[src/rtl/placar_jogo_if.sv]
// Player crash levels and restart request in; round control, scores and 7-segment digits out.
interface placar_jogo_if;
    logic       fim_jog1;
    logic       fim_jog2;
    logic       iniciar;
    logic       reiniciar;
    logic       jogo_ativo;
    logic [3:0] pontos_jog1;
    logic [3:0] pontos_jog2;
    logic [1:0] vencedor;
    logic [6:0] HEX0;
    logic [6:0] HEX1;
    logic [6:0] HEX2;

    modport master (
        output fim_jog1, fim_jog2, iniciar,
        input  reiniciar, jogo_ativo, pontos_jog1, pontos_jog2, vencedor, HEX0, HEX1, HEX2
    );

    modport slave (
        input  fim_jog1, fim_jog2, iniciar,
        output reiniciar, jogo_ativo, pontos_jog1, pontos_jog2, vencedor, HEX0, HEX1, HEX2
    );
endinterface

[src/rtl/placar_jogo.sv]
// Light-cycle round/match controller: crash pin to state in 2 cycles, HEX one cycle after its source.
// No backpressure; crash/start inputs are levels sampled every cycle, outputs are registered.
module placar_jogo #(
    parameter int PONTOS_VITORIA = 5,
    parameter int JANELA_CICLOS  = 420000,
    parameter int ESPERA_CICLOS  = 25000000,
    parameter int LIMPEZA_CICLOS = 307200
) (
    input logic          VGA_CLK,
    input logic          reset,
    placar_jogo_if.slave bus
);
    typedef enum logic [2:0] {LIMPA, JOGANDO, DECIDE, PAUSA, FIM_PARTIDA} estado_t;

    localparam logic [24:0] LIMPA_FIM  = 25'(LIMPEZA_CICLOS - 1);
    localparam logic [24:0] JANELA_FIM = 25'(JANELA_CICLOS - 1);
    localparam logic [24:0] ESPERA_FIM = 25'(ESPERA_CICLOS - 1);
    localparam logic [3:0]  META       = 4'(PONTOS_VITORIA);

    function automatic logic [6:0] seg7(input logic [3:0] v);
        case (v)
            4'd0:    seg7 = 7'h40;
            4'd1:    seg7 = 7'h79;
            4'd2:    seg7 = 7'h24;
            4'd3:    seg7 = 7'h30;
            4'd4:    seg7 = 7'h19;
            4'd5:    seg7 = 7'h12;
            4'd6:    seg7 = 7'h02;
            4'd7:    seg7 = 7'h78;
            4'd8:    seg7 = 7'h00;
            4'd9:    seg7 = 7'h10;
            default: seg7 = 7'h7F;
        endcase
    endfunction

    logic fim1_r, fim1_p, fim2_r, fim2_p, ini_r, ini_p;
    logic sobe1, sobe2, sobe_ini;

    // Previous-value registers always follow the sampled level, so a crash level
    // still high when LIMPA ends has no edge and must fall and rise again.
    always_ff @(posedge VGA_CLK or posedge reset) begin
        if (reset) begin
            fim1_r <= 1'b0;
            fim1_p <= 1'b0;
            fim2_r <= 1'b0;
            fim2_p <= 1'b0;
            ini_r  <= 1'b0;
            ini_p  <= 1'b0;
        end else begin
            fim1_r <= bus.fim_jog1;
            fim2_r <= bus.fim_jog2;
            ini_r  <= bus.iniciar;
            fim1_p <= fim1_r;
            fim2_p <= fim2_r;
            ini_p  <= ini_r;
        end
    end

    assign sobe1    = fim1_r & ~fim1_p;
    assign sobe2    = fim2_r & ~fim2_p;
    assign sobe_ini = ini_r & ~ini_p;

    estado_t     estado, estado_nx;
    logic [24:0] cnt, cnt_nx;
    logic [3:0]  pts1, pts1_nx, pts2, pts2_nx;
    logic [1:0]  venc, venc_nx;
    logic        primeiro, primeiro_nx;   // 0: player 1 crashed first, 1: player 2

    always_comb begin
        estado_nx   = estado;
        cnt_nx      = cnt + 25'd1;
        pts1_nx     = pts1;
        pts2_nx     = pts2;
        venc_nx     = venc;
        primeiro_nx = primeiro;
        case (estado)
            LIMPA: begin
                if (cnt == LIMPA_FIM) begin
                    estado_nx = JOGANDO;
                    cnt_nx    = '0;
                end
            end
            JOGANDO: begin
                cnt_nx = '0;
                if (sobe1 && sobe2) begin
                    venc_nx   = 2'd3;
                    estado_nx = PAUSA;
                end else if (sobe1) begin
                    primeiro_nx = 1'b0;
                    estado_nx   = DECIDE;
                end else if (sobe2) begin
                    primeiro_nx = 1'b1;
                    estado_nx   = DECIDE;
                end
            end
            DECIDE: begin
                if (primeiro ? sobe1 : sobe2) begin
                    venc_nx   = 2'd3;
                    estado_nx = PAUSA;
                    cnt_nx    = '0;
                end else if (cnt == JANELA_FIM) begin
                    estado_nx = PAUSA;
                    cnt_nx    = '0;
                    if (primeiro) begin
                        venc_nx = 2'd1;
                        if (pts1 < META) pts1_nx = pts1 + 4'd1;
                    end else begin
                        venc_nx = 2'd2;
                        if (pts2 < META) pts2_nx = pts2 + 4'd1;
                    end
                end
            end
            PAUSA: begin
                if (cnt == ESPERA_FIM) begin
                    cnt_nx    = '0;
                    estado_nx = (pts1 == META || pts2 == META) ? FIM_PARTIDA : LIMPA;
                end
            end
            FIM_PARTIDA: begin
                cnt_nx = '0;
                if (sobe_ini) begin
                    pts1_nx   = '0;
                    pts2_nx   = '0;
                    venc_nx   = 2'd0;
                    estado_nx = LIMPA;
                end
            end
            default: begin
                estado_nx = LIMPA;
                cnt_nx    = '0;
            end
        endcase
    end

    always_ff @(posedge VGA_CLK or posedge reset) begin
        if (reset) begin
            estado   <= LIMPA;
            cnt      <= '0;
            pts1     <= '0;
            pts2     <= '0;
            venc     <= 2'd0;
            primeiro <= 1'b0;
        end else begin
            estado   <= estado_nx;
            cnt      <= cnt_nx;
            pts1     <= pts1_nx;
            pts2     <= pts2_nx;
            venc     <= venc_nx;
            primeiro <= primeiro_nx;
        end
    end

    logic [6:0] status;
    logic [6:0] hex0, hex1, hex2;

    always_comb begin
        status = 7'h7F;
        if (estado == PAUSA) begin
            case (venc)
                2'd1:    status = seg7(4'd1);
                2'd2:    status = seg7(4'd2);
                2'd3:    status = 7'h3F;
                default: status = 7'h7F;
            endcase
        end else if (estado == FIM_PARTIDA) begin
            status = (pts1 > pts2) ? seg7(4'd1) : seg7(4'd2);
        end
    end

    always_ff @(posedge VGA_CLK or posedge reset) begin
        if (reset) begin
            hex0 <= 7'h40;
            hex1 <= 7'h40;
            hex2 <= 7'h7F;
        end else begin
            hex0 <= seg7(pts1);
            hex1 <= seg7(pts2);
            hex2 <= status;
        end
    end

    assign bus.reiniciar   = (estado == LIMPA);
    assign bus.jogo_ativo  = (estado == JOGANDO) || (estado == DECIDE);
    assign bus.pontos_jog1 = pts1;
    assign bus.pontos_jog2 = pts2;
    assign bus.vencedor    = venc;
    assign bus.HEX0        = hex0;
    assign bus.HEX1        = hex1;
    assign bus.HEX2        = hex2;
endmodule

[src/flat_wrapper.sv]
// flat-port wrapper written by rule: the top's interface ports become plain ports
module placar_jogo_flat 
#(
    parameter int PONTOS_VITORIA = 5,
    parameter int JANELA_CICLOS  = 420000,
    parameter int ESPERA_CICLOS  = 25000000,
    parameter int LIMPEZA_CICLOS = 307200
)
  (VGA_CLK, reset, bus_fim_jog1, bus_fim_jog2, bus_iniciar, bus_reiniciar, bus_jogo_ativo, bus_pontos_jog1, bus_pontos_jog2, bus_vencedor, bus_HEX0, bus_HEX1, bus_HEX2);
  placar_jogo_if bus_i ();
  input logic VGA_CLK;
  input logic reset;
  input wire logic [$bits(bus_i.fim_jog1)-1:0] bus_fim_jog1;
  input wire logic [$bits(bus_i.fim_jog2)-1:0] bus_fim_jog2;
  input wire logic [$bits(bus_i.iniciar)-1:0] bus_iniciar;
  output wire logic [$bits(bus_i.reiniciar)-1:0] bus_reiniciar;
  output wire logic [$bits(bus_i.jogo_ativo)-1:0] bus_jogo_ativo;
  output wire logic [$bits(bus_i.pontos_jog1)-1:0] bus_pontos_jog1;
  output wire logic [$bits(bus_i.pontos_jog2)-1:0] bus_pontos_jog2;
  output wire logic [$bits(bus_i.vencedor)-1:0] bus_vencedor;
  output wire logic [$bits(bus_i.HEX0)-1:0] bus_HEX0;
  output wire logic [$bits(bus_i.HEX1)-1:0] bus_HEX1;
  output wire logic [$bits(bus_i.HEX2)-1:0] bus_HEX2;
  assign bus_i.fim_jog1 = bus_fim_jog1;
  assign bus_i.fim_jog2 = bus_fim_jog2;
  assign bus_i.iniciar = bus_iniciar;
  assign bus_reiniciar = bus_i.reiniciar;
  assign bus_jogo_ativo = bus_i.jogo_ativo;
  assign bus_pontos_jog1 = bus_i.pontos_jog1;
  assign bus_pontos_jog2 = bus_i.pontos_jog2;
  assign bus_vencedor = bus_i.vencedor;
  assign bus_HEX0 = bus_i.HEX0;
  assign bus_HEX1 = bus_i.HEX1;
  assign bus_HEX2 = bus_i.HEX2;
  placar_jogo #(.PONTOS_VITORIA(PONTOS_VITORIA), .JANELA_CICLOS(JANELA_CICLOS), .ESPERA_CICLOS(ESPERA_CICLOS), .LIMPEZA_CICLOS(LIMPEZA_CICLOS)) u_core (.VGA_CLK(VGA_CLK), .reset(reset), .bus(bus_i));
endmodule
[config.mk]
export PLATFORM = sky130hd
export DESIGN_NAME = placar_jogo_flat
export DESIGN_NICKNAME = d
export VERILOG_FILES = /design/src/rtl/placar_jogo_if.sv /design/src/rtl/placar_jogo.sv /design/src/flat_wrapper.sv
export SDC_FILE = /design/constraint.sdc
export NUM_CORES = 1
export LEC_CHECK = 0
export ABC_AREA = 1
export ABC_CLOCK_PERIOD_IN_PS = 2600
export BUFFER_PORTS_ARGS = -buffer_cell sky130_fd_sc_hd__buf_2
export CELL_PAD_IN_SITES_DETAIL_PLACEMENT = 0
export CELL_PAD_IN_SITES_GLOBAL_PLACEMENT = 1
export CORE_MARGIN = 1
export CORE_UTILIZATION = 44
export DETAILED_ROUTE_END_ITERATION = 6
export GPL_ROUTABILITY_DRIVEN = 0
export MAX_ROUTING_LAYER = met4
export PLACE_DENSITY_LB_ADDON = 0.08
export SYNTH_ARGS = -nofsm -noshare
export SYNTH_HDL_FRONTEND = slang
export SYNTH_SLANG_ARGS = --single-unit
[constraint.sdc]
create_clock -name VGA_CLK -period 2.6 [get_ports VGA_CLK]
set_input_delay 0.39 -clock VGA_CLK [delete_from_list [all_inputs] [get_ports VGA_CLK]]
set_output_delay 0.39 -clock VGA_CLK [all_outputs]
set_load 0.01 [all_outputs]
Word-level counts from Yosys, hierarchy flattened. Memory sizes are Yosys's and may differ from the RTL's. A register that Yosys moved wholly into a read port is not among the register bits. Index checks and enable logic that the tools add are counted.

Bits of input ports: 5. Bits in read-only memories: 224. Register bits after elaboration: 52. Word-level logic and storage cells: 103. Output and inout bits: 33. Memories: 2.

Equality and inequality tests: 24. $add $sub $neg: 3. $lt $le $gt $ge: 3. Muxes and demuxes: 39. Bitwise gates (word level): 7. Reduce and logical (&&, ||, !) cells: 12.

Memory list: (name not given) (depth 16, width 7, rd ports 1, clocked after Yosys merged registers in 1, wr ports 0, RTL line placar_jogo.sv:21) `case (v)`; (name not given) (depth 16, width 7, rd ports 1, clocked after Yosys merged registers in 1, wr ports 0, RTL line placar_jogo.sv:21).

Operator list (number): 25-bit two-way mux (4); 25-bit case mux with 3 select lines (1); 25-bit by 19-bit == test with 1-bit output (second input constant) (2); 4-bit two-way mux (9); 3-bit two-way mux (9); 25-bit by 1-bit adder with 25-bit output (second input constant) (1); 25-bit == test (second input constant) (1); 7-bit two-way mux (3); 7-bit case mux with 3 select lines (1); 2-bit by 1-bit != test with 1-bit output (second input constant) (8); 4-bit case mux with 2 select lines (2); 3-bit case mux with 5 select lines (1); 6-bit AND reduction (2); 2-bit two-way mux (5); 4-bit by 1-bit adder with 4-bit output (second input constant) (2); 4-bit by 3-bit == test with 1-bit output (second input constant) (2); 4-bit by 3-bit < comparator with 1-bit output (second input constant) (2); 3-bit by 2-bit == test with 1-bit output (second input constant) (2); 2-bit case mux with 3 select lines (1); 5-bit AND reduction (1); 2-bit == test (second input constant) (2); 4-bit greater-than comparator (1); 2-bit != test (second input constant) (2); 4-bit by 1-bit != test with 1-bit output (second input constant) (1); 14 further kinds (23).

Longest topological paths before layout. Gate-level depths: netlist of run 1.

Word-level depth: 6. Depth in mapped cells: 13. Gate-level depth less buffers: 12.

Worst setup path before layout of run 1. Ideal clock, no wire load.

Kind: reg2reg. Start point: register u_core.cnt[0]. End point: register u_core.cnt[16]. Path slack: 1002 ps. Arrival time: 1479 ps. Stages on the path, launching flop included: 13. Setup time: 119 ps. Period minus slack after synthesis: 1598 ps. Path buffers: 1. Required time: 2481 ps. Path through: dfrtp_1 > ha_1 > nand2_2 > nor2_4 > nand2_1 > nor2_1 > nand2_1 > nand2_2 > nand2_4 > clkinv_4 > nand2_2 > buf_6 > o21a_1.

Longest elaborated chain between the ends: 4. Elaborated cells between the ends (all ways): 9. Those cells by class: 1 x add/sub; 3 x eq/ne; 5 x mux.

Ends and longest elaborated chain: from (decl) (RTL line placar_jogo.sv:64) `logic [24:0] cnt, cnt_nx;`; from (signal assigned) (RTL line placar_jogo.sv:145) `cnt <= cnt_nx;`; 25-bit by 1-bit adder with 25-bit output / 25-bit by 19-bit == test with 1-bit output (equally long branches) (RTL line placar_jogo.sv:71, placar_jogo.sv:101); 25-bit two-way mux (RTL line placar_jogo.sv:101) `end else if (cnt == JANELA_FIM) begin`; 25-bit two-way mux (RTL line placar_jogo.sv:97) `if (primeiro ? sobe1 : sobe2) begin`; 25-bit case mux with 3 select lines * (RTL line placar_jogo.sv:76) `case (estado)`; via u_core.cnt_nx[16] (RTL line placar_jogo.sv:64).

The timed path passes the listed nets; every way through them passes the cells marked *. A chain may end at the register's enable or synchronous reset.

Worst setup path after layout of run 1.
Start point: register u_core.cnt[0]. End point: register u_core.cnt[23].

Same word-level chain as after synthesis.

==> impl_metrics.csv, run 1 <==
group,metric,value,unit
place,hpwl,6650,um
timing,setup_viol,0,
critical_path,r2r_cells,10,
synth,netlist_area,3770,um^2
synth,syn_avg_cell_area,7.69,um^2
clocking,cts_hold_buf,0,
critical_path,cp_data_arrival_time,2.32,ns
grt,grt_pass1_wl,14700,um
clocking,cts_max_path_buffers,2,
die,pin_count,38,
die,start_util,45.7,%
critical_path,start_kind,"flip-flop",
routing,vias,3139,
cells_and_area,drive_gt1_share,16.1,%
timing,post-route-min-period,2.04,ns
critical_path,worst_path_largest_cell_delay,0.42,ns
timing,fin_skew,0.00598,ns
place,place_area,4040,um^2
synth,synth.yosys.seq_area_share,42.0,%
power,powerDensity,466,nW/um^2
timing,fmax,490,MHz
grt,grt_start_max_net_pins,64,
cells_and_area,instances_no_fill,639,
grt,grt_pass1_vias,3074,
grt,overflow,0,
job,drv_cap,0,
synth,synth_cell_types,36,
critical_path,critPathTopFamily,"simple AND/OR/NAND/NOR gates",
die,die-area,8940,um^2
die,core-area,8260,um^2
critical_path,r2r_start,"u_core.cnt[0]$_DFF_PP0_",
critical_path,required,2.87,ns
routing,wl_per_cell,13.9,um
grt,antenna_found_initial,0,
routing,initialDrtViolationCount,143,
synth,yosys.area_share.xor_xnor,2.56,%
critical_path,end_kind,"flip-flop",
place,pre_cts_ws,0.546,ns
grt,gr-usage-all-layers,22.5,%
cells_and_area,final_net_count,555,
timing,drv_slew,0,
routing,firstDrtPassIters,5,
cells_and_area,num_antenna_cells,0,
synth,synth_compound_area_share,9.13,%
clocking,post-cts-setup-buffers,0,
synth,yosysWarnings,0,
outcome,outcome,"complete, no violations",
cells_and_area,finalInstanceArea,4260,um^2
die,die_w,94.6,um
critical_path,regToRegEndpoint,"u_core.cnt[23]$_DFF_PP0_",
clocking,htree_levels,3,
critical_path,regToRegSetupSlack,0.56,ns
critical_path,crit_chain,"ha_1, nand2_2, inv_1, nand2_1, nor2_1, nand3_1, nand3_2, nand2_2, nand2_1, nor2_1",
timing,worstMarginPinSlew,0.546,ns
routing,wirelength,8880,um
cells_and_area,fill_cells,839,
timing,post-route-period-util,78.5,%
routing,avgViaCountPerCell,4.91,
power,vdd_drop_max,0.235,mV
clocking,cts.sink_count,63,
timing,rsz0062_at_grt,"no",
timing,maxSlewHeadroom,63.2,%
die,std_cell_rows,33,
place,portBuffers,36,
clocking,clk_pin_slew,0.07,ns
cells_and_area,fin_util,51.6,%
routing,drc,0,
timing,finalHoldViolations,0,
synth,synth_top_family_by_area,"simple AND/OR/NAND/NOR gates",
place,dp_cells,623,
clocking,worst_skew_pair.late_latency,0.34,ns
critical_path,path_class,"reg2reg",
routing,antenna_left,0,
die,die_y,94.6,um
critical_path,crit_slowest_cell,"nand2_2",
power,leakage,2.17,nW
synth,synthAdderAreaFrac,6.97,%
synth,synthMuxAreaShare,0,%
clocking,ctsResizeCount,0,
clocking,clockRootBuffer,"clkbuf_8",
timing,setup_tns,0,ns
critical_path,crit_buf_inv,1,
synth,syn_nets,516,
cells_and_area,syn2layout_area_growth,13.1,%
hold_path,min_path_type,"in2async",
synth,syn_inst,490,
critical_path,cp_max_fo,19,
synth,ys_seq_elements,63,
clocking,cts_buffers,9,
synth,yosys.area_share.simple,30.3,%
clocking,cts_tree,"built",
timing,setup_slack,0.558,ns
==> tightest hold or removal path, delay by kind of cell <==
kind | cells | cell delay (ns)
buffers and inverters | 3 | 0.43
==> stage by stage <==
| step | power, mW | hold slack (ns) |
|---|---|---|
| floorplan | 1.03 | 0.354 |
| global placement | 1.04 | 0.360 |
| detailed placement | 1.04 | 0.369 |
| CTS | 2.01 | 0.109 |
| global route | 2.06 | 0.0970 |
| finish | 1.99 | 0.0738 |
==> synthesized netlist by cell type (all sizes together) <==
cell type,count,area (um^2)
inv,71,267
nand4,11,68.8
a31oi,1,6.26
nor4,1,6.26
or2,1,6.26
nor2,65,283
o21a,4,30.0
nand3,35,215
clkinv,1,8.76
a21boi,2,15.0
o221ai,2,17.5
nand2,130,526
a21o,1,7.51
conb,1,3.75
xnor2,3,26.3
dfrtp,57,1430
clkbuf,1,3.75
o211ai,1,7.51
nor3,4,20.0
dfstp,6,158
and2,3,18.8
xor2,8,70.1
ha,21,263
o21ai,31,155
a21oi,21,105
buf,8,56.3
==> flip-flops by register name, indices dropped and copies added (netlist names) <==
register and count:
u_core.fim2_p 1, u_core.cnt 25, u_core.fim1_r 1, u_core.primeiro 1, u_core.ini_p 1, u_core.estado 3, u_core.bus.HEX1 7, u_core.bus.HEX0 7
u_core.bus.vencedor 2, u_core.fim2_r 1, u_core.bus.pontos_jog1 4, u_core.fim1_p 1, u_core.ini_r 1, u_core.bus.HEX2 4, u_core.bus.pontos_jog2 4
==> worst max path at each step <==
| stage | startpoint | end | slack [ns] | cells past startpoint |
|---|---|---|---|---|
| floorplan | reset | u_core.bus.HEX0[0]$_DFF_PP0_ | 0.65 | 1 |
| CTS | u_core.cnt[0]$_DFF_PP0_ | u_core.cnt[23]$_DFF_PP0_ | 0.51 | 10 |
| finish | u_core.cnt[0]$_DFF_PP0_ | u_core.cnt[23]$_DFF_PP0_ | 0.56 | 10 |
| global route | u_core.cnt[0]$_DFF_PP0_ | u_core.cnt[21]$_DFF_PP0_ | 0.41 | 10 |
| global placement | u_core.cnt[0]$_DFF_PP0_ | u_core.cnt[23]$_DFF_PP0_ | 0.64 | 10 |
| detailed placement | u_core.cnt[0]$_DFF_PP0_ | u_core.cnt[23]$_DFF_PP0_ | 0.55 | 10 |
==> cell families after synthesis <==
family,count (synthesis)
and+or+nand+nor,250
buffers and inverters,81
AOI/OAI and AO/OA,63
DFF,63
adders and majority gates,21
xor gates and xnor gates,11
other,1
==> metal layers <==
layer  global-route usage (%)  vias up  part of all wire, %
met1                     25.9     1453                   45
met3                     3.30       14                  2.1
met2                     39.4       49                   51
li1                         -     1623                    -
met4                     8.96        0                  1.7
met5                        -        -                    0
==> where the power goes <==
group	total [mW]	switching (mW)	internal, mW
clock	0.963	0.397	0.566
sequential	0.987	0.00180	0.985
combinational	0.0359	0.0275	0.00843
total	1.99	0.426	1.56
==> final cells by class <==
class / count / area [um^2] / share of cell area [%]
inverter: 72 / 275 / 6.46
tap: 105 / 131 / 3.08
timing repair buffer: 37 / 200 / 4.69
clock inverter: 5 / 81.3 / 1.91
multi-input combinational: 346 / 1850 / 43.4
clock buffer: 11 / 141 / 3.32
sequential: 63 / 1580 / 37.1
==> layout by cell type, fill, tap and decap left out, types with 3 or more instances in the layout <==
cell type	instances
inv_1	68
xor2_1	8
buf_2	36
nor2_2	3
o21ai_0	31
nor3_1	4
inv_2	3
o21a_1	4
nand3_2	8
dfrtp_1	57
dfstp_2	6
xnor2_1	3
clkbuf_8	10
nand2_2	6
a21oi_1	21
nand4_1	11
nand2_4	3
nor2_1	59
ha_1	21
nand3_1	27
nand2_1	121
No activity file was read; power rests on OpenSTA's default activity.
==> run 2: changes to the inputs <==
--- a/config.mk
+++ b/config.mk
@@ -5,13 +5,13 @@
 export SDC_FILE = /design/constraint.sdc
 export NUM_CORES = 1
 export LEC_CHECK = 0
-export ABC_AREA = 1
-export ABC_CLOCK_PERIOD_IN_PS = 2600
+export ABC_AREA = 0
+export ABC_CLOCK_PERIOD_IN_PS = 2000
 export BUFFER_PORTS_ARGS = -buffer_cell sky130_fd_sc_hd__buf_2
 export CELL_PAD_IN_SITES_DETAIL_PLACEMENT = 0
 export CELL_PAD_IN_SITES_GLOBAL_PLACEMENT = 1
 export CORE_MARGIN = 1
-export CORE_UTILIZATION = 44
+export CORE_UTILIZATION = 45
 export DETAILED_ROUTE_END_ITERATION = 6
 export GPL_ROUTABILITY_DRIVEN = 0
 export MAX_ROUTING_LAYER = met4
==> constraint.sdc (replaced) <==
create_clock -name VGA_CLK -period 2 [get_ports VGA_CLK]
set_input_delay 0.3 -clock VGA_CLK [delete_from_list [all_inputs] [get_ports VGA_CLK]]
set_output_delay 0.3 -clock VGA_CLK [all_outputs]
set_load 0.01 [all_outputs]
==> run 2 against run 1 <==
Net effect: the flow now finishes with violations (setup timing); total power grew 26%; via count is 13% lower; first-iteration DRC count up 69%; sequential power rose by 30%; die area fell by 13%; maximum frequency down 0.83%; critical path type unchanged; largest cell class unchanged; highest routed layer unchanged.
==> impl_metrics.csv, run 2 <==
group,metric,value,unit
synth,syn_inst,346,
critical_path,worst_path_largest_cell_delay,0.55,ns
synth,synth_edf_count,0,
power,leakage,2.00,nW
synth,netlist_area,3350,um^2
clocking,worst_skew_pair.late_latency,0.34,ns
die,die-area,7790,um^2
timing,fin_skew,0.0105,ns
grt,grt_pass1_vias,2510,
critical_path,end_kind,"flip-flop",
place,hpwl,5290,um
timing,worstMarginPinSlew,0.489,ns
cells_and_area,fill_cells,651,
cells_and_area,largest-register,"u_core.cnt",
timing,drv_slew,0,
clocking,cts.sink_count,63,
place,portBuffers,36,
grt,grt_start_max_net_pins,26,
grt,use_met2,28.7,%
critical_path,start_kind,"flip-flop",
grt,busiest_layer,"met1",
timing,rsz0062_at_grt,"yes",
cells_and_area,final_net_count,450,
timing,post-route-min-period,2.06,ns
synth,ys_top_cells_by_count,"dfrtp_1 (57), nor2_1 (48), nand2_1 (24)",
critical_path,required,2.22,ns
timing,finalHoldViolations,0,
routing,firstDrtPassIters,7,
synth,yosysWarnings,0,
clocking,clockRootBuffer,"clkbuf_8",
routing,antenna_left,0,
power,powerDensity,564,nW/um^2
grt,use_met1,32.7,%
synth,synthMuxAreaShare,1.23,%
clocking,clk_pin_slew,0.07,ns
routing,wirelength,7740,um
synth,ys_seq_elements,63,
die,core-area,7210,um^2
critical_path,crit_slowest_cell,"or4_4",
timing,setup_tns,-0.880,ns
cells_and_area,num_antenna_cells,0,
job,drv_cap,0,
timing,fmax,486,MHz
grt,overflow,0,
outcome,violations,"setup timing",
die,std_cell_rows,31,
power,total_power,2.50,mW
synth,synth_top_family_by_area,"simple AND/OR/NAND/NOR gates",
routing,initialDrtViolationCount,242,
timing,setup_viol,25,
outcome,outcome,"finished with violations",
clocking,cts_tree,"built",
die,pin_count,38,
synth,synth.yosys.seq_area_share,47.3,%
hold_path,min_path_type,"in2reg",
cells_and_area,instances_no_fill,528,
routing,vias,2718,
timing,post-route-period-util,103,%
synth,synth_compound_area_share,9.76,%
critical_path,crit_chain,"or4_4, nor4_4, buf_4, a21oi_4, nor3_4, buf_12, clkbuf_16, nor2_2",
grt,gr-usage-met3,3.64,%
clocking,cts_max_path_buffers,2,
die,die_w,88.2,um
place,pre_cts_ws,0.00331,ns
cells_and_area,largest_reg_flops,25,
clocking,cts_buffers,9,
cells_and_area,syn2layout_area_growth,32.3,%
synth,synth_top_cell_area_share,42.6,%
routing,avgViaCountPerCell,5.15,
synth,synthAdderAreaFrac,7.85,%
synth,synth_cell_types,52,
die,die_y,88.2,um
critical_path,cp_data_arrival_time,2.28,ns
synth,syn_avg_cell_area,9.67,um^2
power,vdd_drop_max,0.342,mV
synth,yosys.area_share.simple,22.4,%
synth,syn_nets,372,
synth,yosysMostFrequentCell,"dfrtp_1",
place,dp_cells,504,
grt,gr-usage-all-layers,21.9,%
timing,maxSlewHeadroom,67.1,%
critical_path,cp_max_fo,6,
routing,wl_per_cell,14.6,um
grt,grt_pass1_wl,12300,um
cells_and_area,drive_gt1_share,33.8,%
timing,setup_slack,-0.0590,ns
synth,synth_top_cell_by_area,"dfrtp_1",
synth,synthFlopType,"dfrtp_1",
synth,yosys.area_share.xor_xnor,6.54,%
grt,antenna_found_initial,0,
synth,async_reset_ff_share,100,%
cells_and_area,final_cell_mix,"dfrtp_1 (57), buf_4 (37), buf_2 (36)",
synth,synthTopCellsByArea,"dfrtp_1 (43%), ha_1 (7.9%), nor2_1 (5.4%), dfstp_2 (4.7%), xnor2_1 (3.9%)",
clocking,htree_levels,3,
routing,drc,0,
critical_path,path_class,"reg2reg",
cells_and_area,layout_commonest_cell,"dfrtp_1",
die,start_util,46.4,%
==> run 2: cell type report <==
class	count	area, um^2	area share, %
clock buffer	14	173	3.90
clock inverter	2	37.5	0.848
sequential	63	1580	35.8
tap	99	124	2.80
timing repair buffer	81	609	13.8
multi-input combinational	247	1820	41.0
inverter	22	82.6	1.87
==> run 2: logic make-up after synthesis <==
| logic type | after synthesis |
|---|---|
| fa+ha+maj | 21 |
| mux | 4 |
| xor+xnor | 25 |
| flops | 63 |
| simple gates | 143 |
| other cells | 1 |
| compound gates | 53 |
| buf+inv | 36 |
==> run 2: worst max-delay path, delay by kind of cell (launching register included) <==
family / cells / cell delay [ns]
DFF: 1 / 0.38
and+or+nand+nor: 4 / 0.98
buffers and inverters: 3 / 0.51
AOI/OAI and AO/OA: 1 / 0.07
==> run 2: worst paths after layout <==
check | start | to | slack, ns | depth (start not counted)
max | u_core.cnt[19]$_DFF_PP0_ | u_core.cnt[5]$_DFF_PP0_ | -0.06 | 8
min reg2reg | u_core.ini_r$_DFF_PP0_ | u_core.ini_p$_DFF_PP0_ | 0.37 | 0
max reg2reg | u_core.cnt[19]$_DFF_PP0_ | u_core.cnt[5]$_DFF_PP0_ | -0.06 | 8
max in group asynchronous | reset | u_core.bus.HEX0[6]$_DFF_PP1_ | 0.78 | 4
min | bus_fim_jog2 | u_core.fim2_r$_DFF_PP0_ | 0.07 | 1
min in group asynchronous | reset | u_core.cnt[19]$_DFF_PP0_ | 0.50 | 3
==> run 2: layer usage <==
| metal | vias up | wire length, um |
|---|---|---|
| li1 | 1347 | - |
| met1 | 1285 | 4000 |
| met2 | 71 | 3310 |
| met3 | 15 | 285 |
| met4 | 0 | 147 |
| met5 | - | 0 |
==> run 2: where the power goes <==
group	internal (mW)	leakage, nW	switching, mW	total (mW)
Sequential	1.28	0.831	0.00298	1.28
Combinational	0.0142	1.06	0.0358	0.0500
Clock	0.680	0.103	0.485	1.16
==> run 2: per-stage QoR <==
step           util [%]  instance area [um^2]  hold slack [ns]
2_1_floorplan         -                  3350            0.331
3_3_place_gp       53.8                  3880            0.324
3_5_place_dp       53.8                  3880            0.330
4_1_cts            56.9                  4110           0.0616
5_1_grt            61.4                  4430           0.0580
6_report           61.4                  4430           0.0701
==> run 2: timing repair <==
item	in CTS	in global routing
buffers inserted	0	4
setup endpoints to repair	1	36
pin swaps	0	24
cloned	0	3
endpoints found under the hold margin	16	0
gates resized for setup	1	59
hold buffers	1	0
==> run 3: changes to the inputs <==
--- a/config.mk
+++ b/config.mk
@@ -6,7 +6,7 @@
 export NUM_CORES = 1
 export LEC_CHECK = 0
 export ABC_AREA = 0
-export ABC_CLOCK_PERIOD_IN_PS = 2000
+export ABC_CLOCK_PERIOD_IN_PS = 2600
 export BUFFER_PORTS_ARGS = -buffer_cell sky130_fd_sc_hd__buf_2
 export CELL_PAD_IN_SITES_DETAIL_PLACEMENT = 0
 export CELL_PAD_IN_SITES_GLOBAL_PLACEMENT = 1
==> constraint.sdc (replaced) <==
create_clock -name VGA_CLK -period 2.6 [get_ports VGA_CLK]
set_input_delay 0.39 -clock VGA_CLK [delete_from_list [all_inputs] [get_ports VGA_CLK]]
set_output_delay 0.39 -clock VGA_CLK [all_outputs]
set_load 0.01 [all_outputs]
==> run 3 against run 2 <==
Net effect: sequential share of layout area grew 5.7 points; clock skew decreased by 0.0031 ns; clock power is 28% lower; the flow now finishes without violations; global-route usage down 0.86 points; final area is 14% lower; non-clock buffer count is 38 lower; sequential cell count did not move; utilization shrank 8.5 points; first-iteration DRC count fell by 55%; critical path type unchanged; via count fell by 6.0%; clock-buffer cell count is 1 lower; maximum frequency shrank 8.5%.
==> impl_metrics.csv, run 3 (same netlist as run 2, synthesis figures left out) <==
group,metric,value,unit
outcome,outcome,"complete, no violations",
critical_path,required,2.82,ns
critical_path,cp_max_fo,25,
clocking,cts_tree,"built",
grt,grt_pass1_vias,2368,
timing,setup_slack,0.349,ns
job,drv_cap,0,
grt,gr-usage-all-layers,21.0,%
die,start_util,46.4,%
routing,wl_met2,2870,um
timing,post-route-min-period,2.25,ns
timing,post-route-period-util,86.6,%
routing,avgViaCountPerCell,5.21,
place,portBuffers,36,
clocking,htree_levels,3,
die,std_cell_rows,31,
timing,drv_slew,0,
cells_and_area,syn2layout_area_growth,14.0,%
clocking,worst_skew_pair.late_latency,0.34,ns
clocking,clk_pin_slew,0.07,ns
place,hpwl,5000,um
clocking,cts_hold_buf,0,
cells_and_area,drive_gt1_share,18.2,%
hold_path,min_path_type,"in2async",
timing,rsz0062_at_grt,"no",
critical_path,crit_slowest_cell,"or4_4",
clocking,post-cts-setup-buffers,0,
timing,hold-worst-slack,0.123,ns
power,powerDensity,487,nW/um^2
clocking,clockRootBuffer,"clkbuf_8",
timing,finalHoldViolations,0,
cells_and_area,largest_reg_flops,25,
routing,antenna_left,0,
grt,overflow,0,
routing,top_layer_used,"met4",
grt,antenna_found_initial,0,
timing,maxSlewHeadroom,58.5,%
die,pin_count,38,
place,pre_cts_ws,0.350,ns
cells_and_area,num_antenna_cells,0,
cells_and_area,layout_commonest_cell,"dfrtp_1",
timing,fin_skew,0.00734,ns
clocking,cts.sink_count,63,
grt,grt_start_max_net_pins,29,
routing,vias,2555,
power,total_power,1.86,mW
routing,initialDrtViolationCount,110,
clocking,cts_buffers,9,
clocking,ctsResizeCount,0,
timing,setup_viol,0,
critical_path,worst_path_largest_cell_delay,0.56,ns
cells_and_area,finalInstanceArea,3820,um^2
cells_and_area,largest-register,"u_core.cnt",
routing,wl_per_cell,14.4,um
timing,worstMarginPinSlew,0.622,ns
die,core-area,7210,um^2
routing,dr_wl_met3,243,um
timing,fmax,444,MHz
die,die-area,7790,um^2
critical_path,crit_chain,"or4_4, nor4_4, a21boi_1, nor3_4, buf_4, nor2_1",
grt,grt_pass1_wl,12000,um
routing,met1_length,3810,um
power,leakage,1.77,nW
critical_path,end_kind,"flip-flop",
clocking,cts_max_path_buffers,2,
routing,firstDrtPassIters,4,
cells_and_area,final_net_count,412,
cells_and_area,final_cell_mix,"dfrtp_1 (57), nor2_1 (48), buf_2 (36)",
die,die_y,88.2,um
critical_path,start_kind,"flip-flop",
power,vdd_drop_max,0.357,mV
critical_path,cp_data_arrival_time,2.47,ns
timing,setup_tns,0,ns
critical_path,path_class,"reg2reg",
die,die_w,88.2,um
place,place_area,3620,um^2
routing,drc,0,
routing,wirelength,7050,um
-- run 3: cell count changes in the layout (fill, tap and decap cells not counted), sizes merged --
cell	before	now
buf	78	43
clkbuf	16	13
clkinv	1	2
dlygate4sd3	1	0
-- run 3: area by class of cell --
cell class	count	area (um^2)
fill	703	3400
multi-input combinational	247	1600
sequential	63	1580
timing repair buffer	43	233
clock buffer	13	149
tap	99	124
inverter	22	82.6
clock inverter	3	42.5
-- run 3: layer usage --
metal,up-vias,track usage (%)
met2,57,26.3
met4,0,9.24
li1,1263,-
met5,-,-
met3,11,3.36
met1,1224,32.6
-- run 3: where the power goes --
part / total, mW / switching [mW] / internal (mW)
combinational: 0.0346 / 0.0268 / 0.00783
clock: 0.838 / 0.370 / 0.469
sequential: 0.987 / 0.00208 / 0.985
-- run 3: worst max-delay path, delay by kind of cell (launching register included) --
family | cells | cell delay [ns]
flip-flops | 1 | 0.43
AND/OR/NAND/NOR | 4 | 1.21
buffers and inverters | 1 | 0.30
AO/OA/AOI/OAI | 1 | 0.19
-- run 3: worst paths after layout --
path / startpoint / end / slack [ns] / depth (start not counted)
setup / recovery: u_core.cnt[19]$_DFF_PP0_ / u_core.cnt[3]$_DFF_PP0_ / 0.35 / 6
hold / removal: reset / u_core.cnt[13]$_DFF_PP0_ / 0.12 / 2
setup reg to reg: u_core.cnt[19]$_DFF_PP0_ / u_core.cnt[3]$_DFF_PP0_ / 0.35 / 6
hold reg to reg: u_core.fim2_r$_DFF_PP0_ / u_core.fim2_p$_DFF_PP0_ / 0.38 / 0
max in group asynchronous: reset / u_core.bus.HEX0[6]$_DFF_PP1_ / 1.71 / 3
min in group VGA_CLK: bus_fim_jog2 / u_core.fim2_r$_DFF_PP0_ / 0.15 / 1
-- run 3: per-stage QoR --
step                cells  util, %
finish                490     52.9
global route          490     52.9
CTS                   490     52.9
detailed placement    474     50.2
global placement      474     50.2
floorplan             346        -
